### config.mk
export PLATFORM = sky130hd
export DESIGN_NAME = vga_timing_gen
export DESIGN_NICKNAME = d
export VERILOG_FILES = /design/src/rtl/vga_timing_gen.sv
export SDC_FILE = /design/constraint.sdc
export NUM_CORES = 1
export LEC_CHECK = 0
export ABC_AREA = 1
export CAP_MARGIN = 5
export CORE_ASPECT_RATIO = 1.25
export CORE_MARGIN = 10
export CORE_UTILIZATION = 60
export DETAILED_ROUTE_END_ITERATION = 10
export DONT_BUFFER_PORTS = 1
export GPL_TIMING_DRIVEN = 0
export PLACE_DENSITY = 0.76
export SYNTH_ARGS = -nofsm -noshare
export SYNTH_HDL_FRONTEND = slang
export SYNTH_SLANG_ARGS = --single-unit
### constraint.sdc
create_clock -name CLK -period 1.9 [get_ports CLK]
set_clock_uncertainty 0.05 [all_clocks]
set_input_delay 0.19 -clock CLK [delete_from_list [all_inputs] [get_ports CLK]]
set_output_delay 0.19 -clock CLK [all_outputs]
set_load 0.01 [all_outputs]
### src/rtl/vga_timing_gen.sv
`default_nettype none
// ============================================================================
// Module      : vga_timing_gen
// Description : VGA raster timing generator (640x480 @ 60 Hz by default).
//               Produces Row/Col/display_on for a combinational pattern
//               generator, then re-times the returned colour together with
//               pipeline-delayed HSYNC/VSYNC so every pin changes on the
//               same clock edge. Also emits a once-per-frame frame_tick.
// Revision    : 1.0 - initial release
// ============================================================================
module vga_timing_gen #(
  parameter int unsigned H_ACTIVE    = 640,
  parameter int unsigned H_FP        = 16,
  parameter int unsigned H_SYNC      = 96,
  parameter int unsigned H_BP        = 48,
  parameter int unsigned V_ACTIVE    = 480,
  parameter int unsigned V_FP        = 10,
  parameter int unsigned V_SYNC      = 2,
  parameter int unsigned V_BP        = 33,
  parameter logic        SYNC_ACTIVE = 1'b0,
  parameter int unsigned PIPE_DEPTH  = 1
) (
  input  logic       CLK,
  input  logic       RESET_N,
  output logic [9:0] Row,
  output logic [9:0] Col,
  output logic       display_on,
  input  logic [5:0] rgb_in,
  output logic [5:0] rgb_out,
  output logic       HSYNC,
  output logic       VSYNC,
  output logic       frame_tick
);

  localparam int unsigned c_H_TOTAL = H_ACTIVE + H_FP + H_SYNC + H_BP;
  localparam int unsigned c_V_TOTAL = V_ACTIVE + V_FP + V_SYNC + V_BP;

  localparam logic [9:0] c_H_LAST     = 10'(c_H_TOTAL - 1);
  localparam logic [9:0] c_V_LAST     = 10'(c_V_TOTAL - 1);
  localparam logic [9:0] c_H_ACT      = 10'(H_ACTIVE);
  localparam logic [9:0] c_V_ACT      = 10'(V_ACTIVE);
  localparam logic [9:0] c_HS_START   = 10'(H_ACTIVE + H_FP);
  localparam logic [9:0] c_HS_END     = 10'(H_ACTIVE + H_FP + H_SYNC);
  localparam logic [9:0] c_VS_START   = 10'(V_ACTIVE + V_FP);
  localparam logic [9:0] c_VS_END     = 10'(V_ACTIVE + V_FP + V_SYNC);

  // Refuse to build a configuration whose counters or sums overflow 10 bits
  // or whose pipeline depth is outside the supported range.
  if ((PIPE_DEPTH < 1) || (PIPE_DEPTH > 4) ||
      (c_H_TOTAL < 1) || (c_H_TOTAL > 1023) ||
      (c_V_TOTAL < 1) || (c_V_TOTAL > 1023)) begin : g_param_check
    $error("vga_timing_gen: illegal parameter set");
  end

  logic [9:0] col_q, col_d;
  logic [9:0] row_q, row_d;

  logic       w_de;
  logic       w_hs;
  logic       w_vs;
  logic       w_tick;

  logic       w_hs_last;
  logic       w_vs_last;
  logic       w_de_last;
  logic [5:0] w_rgb_last;

  logic       hsync_q, hsync_d;
  logic       vsync_q, vsync_d;
  logic [5:0] rgb_out_q, rgb_out_d;
  logic       frame_tick_q, frame_tick_d;

  // Next raster position: column wraps every line, row wraps every frame
  always_comb begin
    col_d = col_q + 10'd1;
    row_d = row_q;
    if (col_q == c_H_LAST) begin
      col_d = '0;
      row_d = (row_q == c_V_LAST) ? '0 : row_q + 10'd1;
    end
  end

  // Raster position registers
  always_ff @(posedge CLK or negedge RESET_N) begin
    if (!RESET_N) begin
      col_q <= '0;
      row_q <= '0;
    end else begin
      col_q <= col_d;
      row_q <= row_d;
    end
  end

  // Raw decode of the current position (sync flags are active-high here)
  assign w_de   = (col_q < c_H_ACT) && (row_q < c_V_ACT);
  assign w_hs   = (col_q >= c_HS_START) && (col_q < c_HS_END);
  assign w_vs   = (row_q >= c_VS_START) && (row_q < c_VS_END);
  assign w_tick = (row_q == c_V_ACT) && (col_q == '0);

  if (PIPE_DEPTH == 1) begin : g_direct
    // The pin registers are the only stage
    assign w_hs_last  = w_hs;
    assign w_vs_last  = w_vs;
    assign w_de_last  = w_de;
    assign w_rgb_last = rgb_in;
  end else begin : g_shift
    localparam int unsigned c_N = PIPE_DEPTH - 1;

    logic [c_N-1:0] hs_q;
    logic [c_N-1:0] vs_q;
    logic [c_N-1:0] de_q;
    logic [5:0]     rgb_q [c_N];

    // Intermediate stages: colour is captured alongside its decode flags
    always_ff @(posedge CLK or negedge RESET_N) begin
      if (!RESET_N) begin
        hs_q <= '0;
        vs_q <= '0;
        de_q <= '0;
        for (int i = 0; i < int'(c_N); i++) rgb_q[i] <= '0;
      end else begin
        hs_q[0]  <= w_hs;
        vs_q[0]  <= w_vs;
        de_q[0]  <= w_de;
        rgb_q[0] <= rgb_in;
        for (int i = 1; i < int'(c_N); i++) begin
          hs_q[i]  <= hs_q[i-1];
          vs_q[i]  <= vs_q[i-1];
          de_q[i]  <= de_q[i-1];
          rgb_q[i] <= rgb_q[i-1];
        end
      end
    end

    assign w_hs_last  = hs_q[c_N-1];
    assign w_vs_last  = vs_q[c_N-1];
    assign w_de_last  = de_q[c_N-1];
    assign w_rgb_last = rgb_q[c_N-1];
  end

  // Pin values: apply sync polarity and force black outside the active area
  assign hsync_d      = w_hs_last ? SYNC_ACTIVE : ~SYNC_ACTIVE;
  assign vsync_d      = w_vs_last ? SYNC_ACTIVE : ~SYNC_ACTIVE;
  assign rgb_out_d    = w_de_last ? w_rgb_last : 6'd0;
  assign frame_tick_d = w_tick;

  // Final stage: all DAC-facing signals leave the same set of flops
  always_ff @(posedge CLK or negedge RESET_N) begin
    if (!RESET_N) begin
      hsync_q      <= ~SYNC_ACTIVE;
      vsync_q      <= ~SYNC_ACTIVE;
      rgb_out_q    <= '0;
      frame_tick_q <= 1'b0;
    end else begin
      hsync_q      <= hsync_d;
      vsync_q      <= vsync_d;
      rgb_out_q    <= rgb_out_d;
      frame_tick_q <= frame_tick_d;
    end
  end

  assign Row        = row_q;
  assign Col        = col_q;
  assign display_on = w_de;
  assign HSYNC      = hsync_q;
  assign VSYNC      = vsync_q;
  assign rgb_out    = rgb_out_q;
  assign frame_tick = frame_tick_q;

endmodule
`default_nettype wire
==> impl_results.md, run 1 <==
* Seq/Total Area, Yosys at 0.491
* Area delta synth->final at 13.9%
* Clock Latency Late Sink at 320 ps
* Slew headroom at 0.783
* #FFs+latches synth at 29
* CP Capture Type: output pin
* Layout cells sized above 1 at 0.102
* CTS Root Cell: clkbuf_4
* Sink Count at 29
* Ant. Diodes at 0
* Tot GR Track Use at 0.139
* Initial DRC count at 64
* Die height at 75.6 um
* Layout Nets at 216
* Cell Area, Synth at 1480 um^2
* Grt ovf at 0
* Peak VDD IR at 0.000408 V
* Final Hold Vio Count at 0
* Worst reg2reg startpoint: Col[0]$_DFF_PN0_
* P per Cell Area at 599 nW/um^2
* H-tree levels at 2
* Most frequent CP cell: nand2_1
* Initial antenna violation count at 0
* Detailed-route wire length per cell at 13.9 um
* Largest net degree at the start of global routing at 30
* Setup Total Neg Slack at 0 ps
* Die area at 4870 um^2
* Crit-path cells: nand2_1 -> nor2_1 -> nand2_1 -> nand4_1 -> inv_1
* Min cycle time layout at 1750 ps
* Number of setup violations in the final report at 0
* Pleak at 0.799 nW
* Crit path DAT at 1510 ps
* DR vias at 1,252
* Cts bufs inserted at 5
* First-pass GRT wire length at 5320 um
* # IOs at 38
* Crit path required time at 1660 ps
* Final period util at 0.921
* # fillers at 201
* Post-synthesis instance total at 187
* CTS max path bufs at 2
* Max cap viols at 0
* Finished Core Util at 0.703
* Slew Viols, Final at 0
* Synth Area per Inst at 7.93 um^2
* Largest fanout on the critical path at 6
* Vias in the first global route at 1,163
* Startpoint Class: flip-flop
* Core region area at 2400 um^2
* Status: completed
* GP Congestion at 0.868
* Crit path from: Row[5]$_DFFE_PN0N_
* Via/cell ratio at 5.26
* Die X at 64.5 um
* Hold Path Class: primary input to async pin
* Routed wire length at 3310 um
* CP top delay family: simple AND/OR/NAND/NOR gates
* Crit path largest cell delay at 450 ps
* Fmax at 0.572 GHz
* I/O Buffers at 0
* RSZ-0062 raised after global routing: no
* Starting Density at 0.617
* Power, Total at 1.01 mW
* ANT nets after route at 0
* Cell Rows at 20
* Distinct cells, synth at 21
* Syn_nets at 199
* Worst slew pin tran at 325 ps
* YS warnings at 0
* Hpwl dp at 2410 um
* CTS tree: yes
* Initial DRT Pass Iterations at 4
* Slowest cell on crit path: dfrtp_2
* Clock-pin slew on the worst setup and hold paths at 100 ps
* DRC viols at 0
* Setup CP Type: flip-flop to output pin
* Critical path buffer and inverter count at 1
[cell usage after synthesis, drive strengths merged]
cell type	n	area share
nor3	4	0.014
nand2	43	0.11
nand4	11	0.046
inv	33	0.084
nor4	1	0.0042
o21bai	1	0.0051
ha	4	0.034
dfstp	2	0.035
xor2	5	0.030
nand3	10	0.037
buf	1	0.0076
dfrtp	27	0.46
nand3b	1	0.0051
nor2	30	0.083
nor3b	1	0.0051
xnor2	1	0.0059
o21ai	12	0.041
[layer usage]
| layer | GRT usage | vias up | share of wire |
|---|---|---|---|
| met3 | 0.0691 | 4 | 0.075 |
| met1 | 0.145 | 587 | 0.41 |
| li1 | - | 624 | - |
| met5 | 0 | - | 0 |
| met4 | 0.0500 | 0 | 0.0094 |
| met2 | 0.238 | 37 | 0.51 |
[timing repair]
| action | CTS | global route |
|---|---|---|
| hold buffers | 8 | 0 |
| setup buffers | 0 | 2 |
| resized for setup | 0 | 4 |
| hold endpoints to repair | 35 | 0 |
| endpoints found under the setup margin | 0 | 1 |
[registers in the layout, summed over array words and instances, names as in the netlist]
signal / cells
Col: 10
HSYNC: 1
Row: 10
VSYNC: 1
frame_tick: 1
rgb_out: 6
[stage by stage]
stage | hold WS (ps) | area [um^2] | instances | worst slack [ps]
after floorplan | -156 | 1480 | 187 | 429
after global placement | -155 | 1520 | 220 | 233
after detailed placement | -155 | 1520 | 220 | 188
after CTS | 250 | 1670 | 236 | 4.08
after global routing | 288 | 1690 | 238 | 19.0
final | 279 | 1690 | 238 | 150
[cells by family after synthesis]
group / synth area share
AO/OA/AOI/OAI: 0.0456
flip-flops: 0.491
buffers and inverters: 0.0911
AND/OR/NAND/NOR: 0.303
adder cells (fa/ha/maj): 0.0338
XOR/XNOR: 0.0354
[cells in the final DEF, fill, tap and decap left out]
cell	n
nand2_1	43
inv_1	33
nor2_1	28
dfrtp_1	23
nand4_1	11
o21ai_0	10
nand3_1	9
dlygate4sd3_1	7
xor2_1	5
clkbuf_4	5
dfrtp_2	4
nor3_1	4
ha_1	4
dfstp_2	2
o21ai_1	2
clkinv_2	2
buf_4	2
nor2_2	1
nand3_2	1
nor2_4	1
buf_6	1
nor3b_1	1
nor4_1	1
nand3b_1	1
xnor2_1	1
o21bai_1	1
clkinvlp_4	1
buf_12	1
[power by group]
part           switching (mW)  internal [mW]  total, mW  leakage [nW]
clock                   0.210          0.139      0.349        0.0310
sequential            0.00609          0.623      0.629         0.363
combinational          0.0176         0.0163     0.0339         0.405
[final cells by class]
type,instances,area (um^2),share of cell area
clock buffer,5,37.5,0.0222
timing repair buffer,10,105,0.0622
tap,33,41.3,0.0244
inverter,33,124,0.0733
buffer,1,11.3,0.00667
multi-input combinational,124,619,0.367
sequential,29,733,0.434
clock inverter,3,17.5,0.0104
[worst paths after layout]
kind	end	slack [ps]	depth (start not counted)
worst min-delay path	rgb_out[1]$_DFF_PN0_	280	2
worst max-delay path	display_on	150	5
max in group asynchronous	VSYNC$_DFF_PN1_	1290	2
min in group CLK	rgb_out[1]$_DFF_PN0_	470	3
worst max register to register	Row[6]$_DFFE_PN0N_	170	8
worst min register to register	Row[8]$_DFFE_PN0N_	550	2
Power figures use the tool's default switching activity.
==> inputs of run 2 (changes only) <==
- PLACE_DENSITY: 0.76 -> 0.86
==> run 2 against run 1 <==
  * Total power rose by 6.6%
  * Flip-flop and latch count did not move
  * Final cell count did not move
  * Critical path depth rose by 3
  * Non-clock buffer count did not move
  * Combinational power fell by 1%
  * Core utilization rose by 0.73 points
  * Global-route usage rose by 0.19 points
  * First-iteration DRC count fell by 14%
  * Worst hold slack got worse by 28 ps
  * Largest cell class unchanged
  * Largest power group unchanged
==> impl_results.md, run 2 (synthesized netlist as in run 1, its figures left out) <==
* Starting Density at 0.617 (unchanged)
* Largest net degree at the start of global routing at 30 (unchanged)
* Clock-pin slew on the worst setup and hold paths at 100 ps (about the same)
* DR vias at 1,293 (+3.3%)
* Hold Path Class: primary input to async pin
* Final Hold Vio Count at 0 (unchanged)
* Die area at 4870 um^2 (unchanged)
* Layout Nets at 216 (unchanged)
* Power, Total at 1.08 mW (+6.6%)
* Tot GR Track Use at 0.141 (+0.00185)
* Layout cells sized above 1 at 0.107 (+0.00488)
* Slew headroom at 0.802 (+0.0188)
* Pleak at 0.809 nW (+1.3%)
* Initial antenna violation count at 0 (unchanged)
* Vias in the first global route at 1,234 (+6.1%)
* Area delta synth->final at 15.1%
* Most frequent cells in the layout: 43 x nand2_1, 33 x inv_1, 27 x nor2_1, 23 x dfrtp_1, 11 x nand4_1
* Grt ovf at 0 (unchanged)
* CP top delay family: simple AND/OR/NAND/NOR gates
* Worst slew pin tran at 297 ps (-28.2 ps)
* Clock Latency Late Sink at 320 ps (about the same)
* Die height at 75.6 um (unchanged)
* Peak VDD IR at 0.000416 V (+1.8%)
* # fillers at 186 (-7.5%)
* CTS max path bufs at 2 (unchanged)
* RSZ-0062 raised after global routing: no
* Min cycle time layout at 1710 ps (-40.1 ps)
* H-tree levels at 2 (unchanged)
* Setup Total Neg Slack at 0 ps (unchanged)
* Cell Rows at 20 (unchanged)
* Ant. Diodes at 0 (unchanged)
* Critical path buffer and inverter count at 1 (unchanged)
* GP Congestion at 0.874 (+0.67%)
* Crit-path cells: ha_1 -> nand2_1 -> nor2_2 -> nand3_2 -> nor2_4 -> inv_1 -> nand2_1 -> o21ai_1
* CP Capture Type: flip-flop
* Fmax at 0.585 GHz (+2.3%)
* Number of setup violations in the final report at 0 (unchanged)
* Detailed-route wire length per cell at 14.0 um (+0.48%)
* # IOs at 38 (unchanged)
* Status: completed
* Crit path DAT at 1860 ps (+350 ps)
* DRC viols at 0 (unchanged)
* CTS tree: yes
* Initial DRT Pass Iterations at 4 (unchanged)
* First-pass GRT wire length at 5480 um (+3.0%)
* Crit path required time at 2050 ps (+390 ps)
* Commonest non-fill, non-tap cell in the layout: nand2_1
* Die X at 64.5 um (unchanged)
* Most frequent CP cell: nand2_1
* Final period util at 0.900 (-0.0211)
* Setup CP Type: flip-flop to flip-flop
* Core region area at 2400 um^2 (unchanged)
* Crit path largest cell delay at 510 ps (+60 ps)
* Cts bufs inserted at 5 (unchanged)
* Slew Viols, Final at 0 (unchanged)
* Routed wire length at 3320 um (+0.48%)
* Hpwl dp at 2440 um (+1.4%)
* CTS Root Cell: clkbuf_4
* Startpoint Class: flip-flop
* P per Cell Area at 632 nW/um^2 (+5.5%)
* Sink Count at 29 (unchanged)
* Largest fanout on the critical path at 7 (+1)
* Max cap viols at 0 (unchanged)
* I/O Buffers at 0 (unchanged)
* Initial DRC count at 55 (-14%)
* Slowest cell on crit path: dfrtp_1
* Via/cell ratio at 5.43 (+3.3%)
* ANT nets after route at 0 (unchanged)
## run 2: where the power goes
group          switching, mW  internal [mW]  leakage [nW]  total (mW)
logic                 0.0171         0.0163         0.405      0.0334
registers            0.00617          0.623         0.363       0.629
clock network          0.202          0.214        0.0413       0.416
## run 2: repair_timing
action	in CTS	in global routing
setup buffers	0	2
setup endpoints to repair	1	1
hold buffers	8	0
gates resized for setup	3	2
hold endpoints to repair	35	0
## run 2: final cells by class
type                    count  area (um^2)  area share
multi-input cells         124          622       0.364
clock inverters             1         5.00     0.00293
well taps                  33         41.3      0.0242
flip-flops and latches     29          733       0.430
inverters                  33          124      0.0726
plain buffers               1         11.3     0.00660
clock buffers               7         65.1      0.0381
repair buffers             10          105      0.0616
## run 2: path summary, 6_finish.rpt
kind | startpoint | end | slack (ps) | cells after the start
min in group CLK | rgb_in[5] | rgb_out[5]$_DFF_PN0_ | 470 | 3
min | RESET_N | Col[7]$_DFF_PN0_ | 250 | 2
max reg2reg | Col[0]$_DFF_PN0_ | Row[6]$_DFFE_PN0N_ | 190 | 8
min reg2reg | Row[8]$_DFFE_PN0N_ | Row[8]$_DFFE_PN0N_ | 540 | 2
max | Col[0]$_DFF_PN0_ | Row[6]$_DFFE_PN0N_ | 190 | 8
max in group asynchronous | RESET_N | VSYNC$_DFF_PN1_ | 1310 | 2
## run 2: layer usage
| layer | GRT usage | part of all wire | routed length, um | vias up |
|---|---|---|---|---|
| met3 | 0.0588 | 0.084 | 279 | 4 |
| met5 | 0 | 0 | 0 | - |
| met4 | 0.0714 | 0.011 | 36 | 0 |
| li1 | - | - | - | 626 |
| met1 | 0.142 | 0.40 | 1310 | 624 |
| met2 | 0.246 | 0.51 | 1690 | 39 |
## run 2: per-stage QoR
stage / instances / hold WS [ps] / instance area, um^2 / util / setup WS (ps)
after floorplan: 187 / -156 / 1480 / - / 429
after global placement: 220 / -155 / 1520 / 0.634 / 248
after detailed placement: 220 / -155 / 1520 / 0.634 / 226
after CTS: 236 / 248 / 1690 / 0.703 / 49.3
after global routing: 238 / 253 / 1710 / 0.710 / 39.3
final: 238 / 251 / 1710 / 0.710 / 190
## run 2: worst reg2reg max path: cells and delay by family, from the launching register on
kind,cells,cell delay (ps)
buf+inv,1,160
flops,1,510
compound gates,1,60
simple gates,5,550
fa+ha+maj,1,260
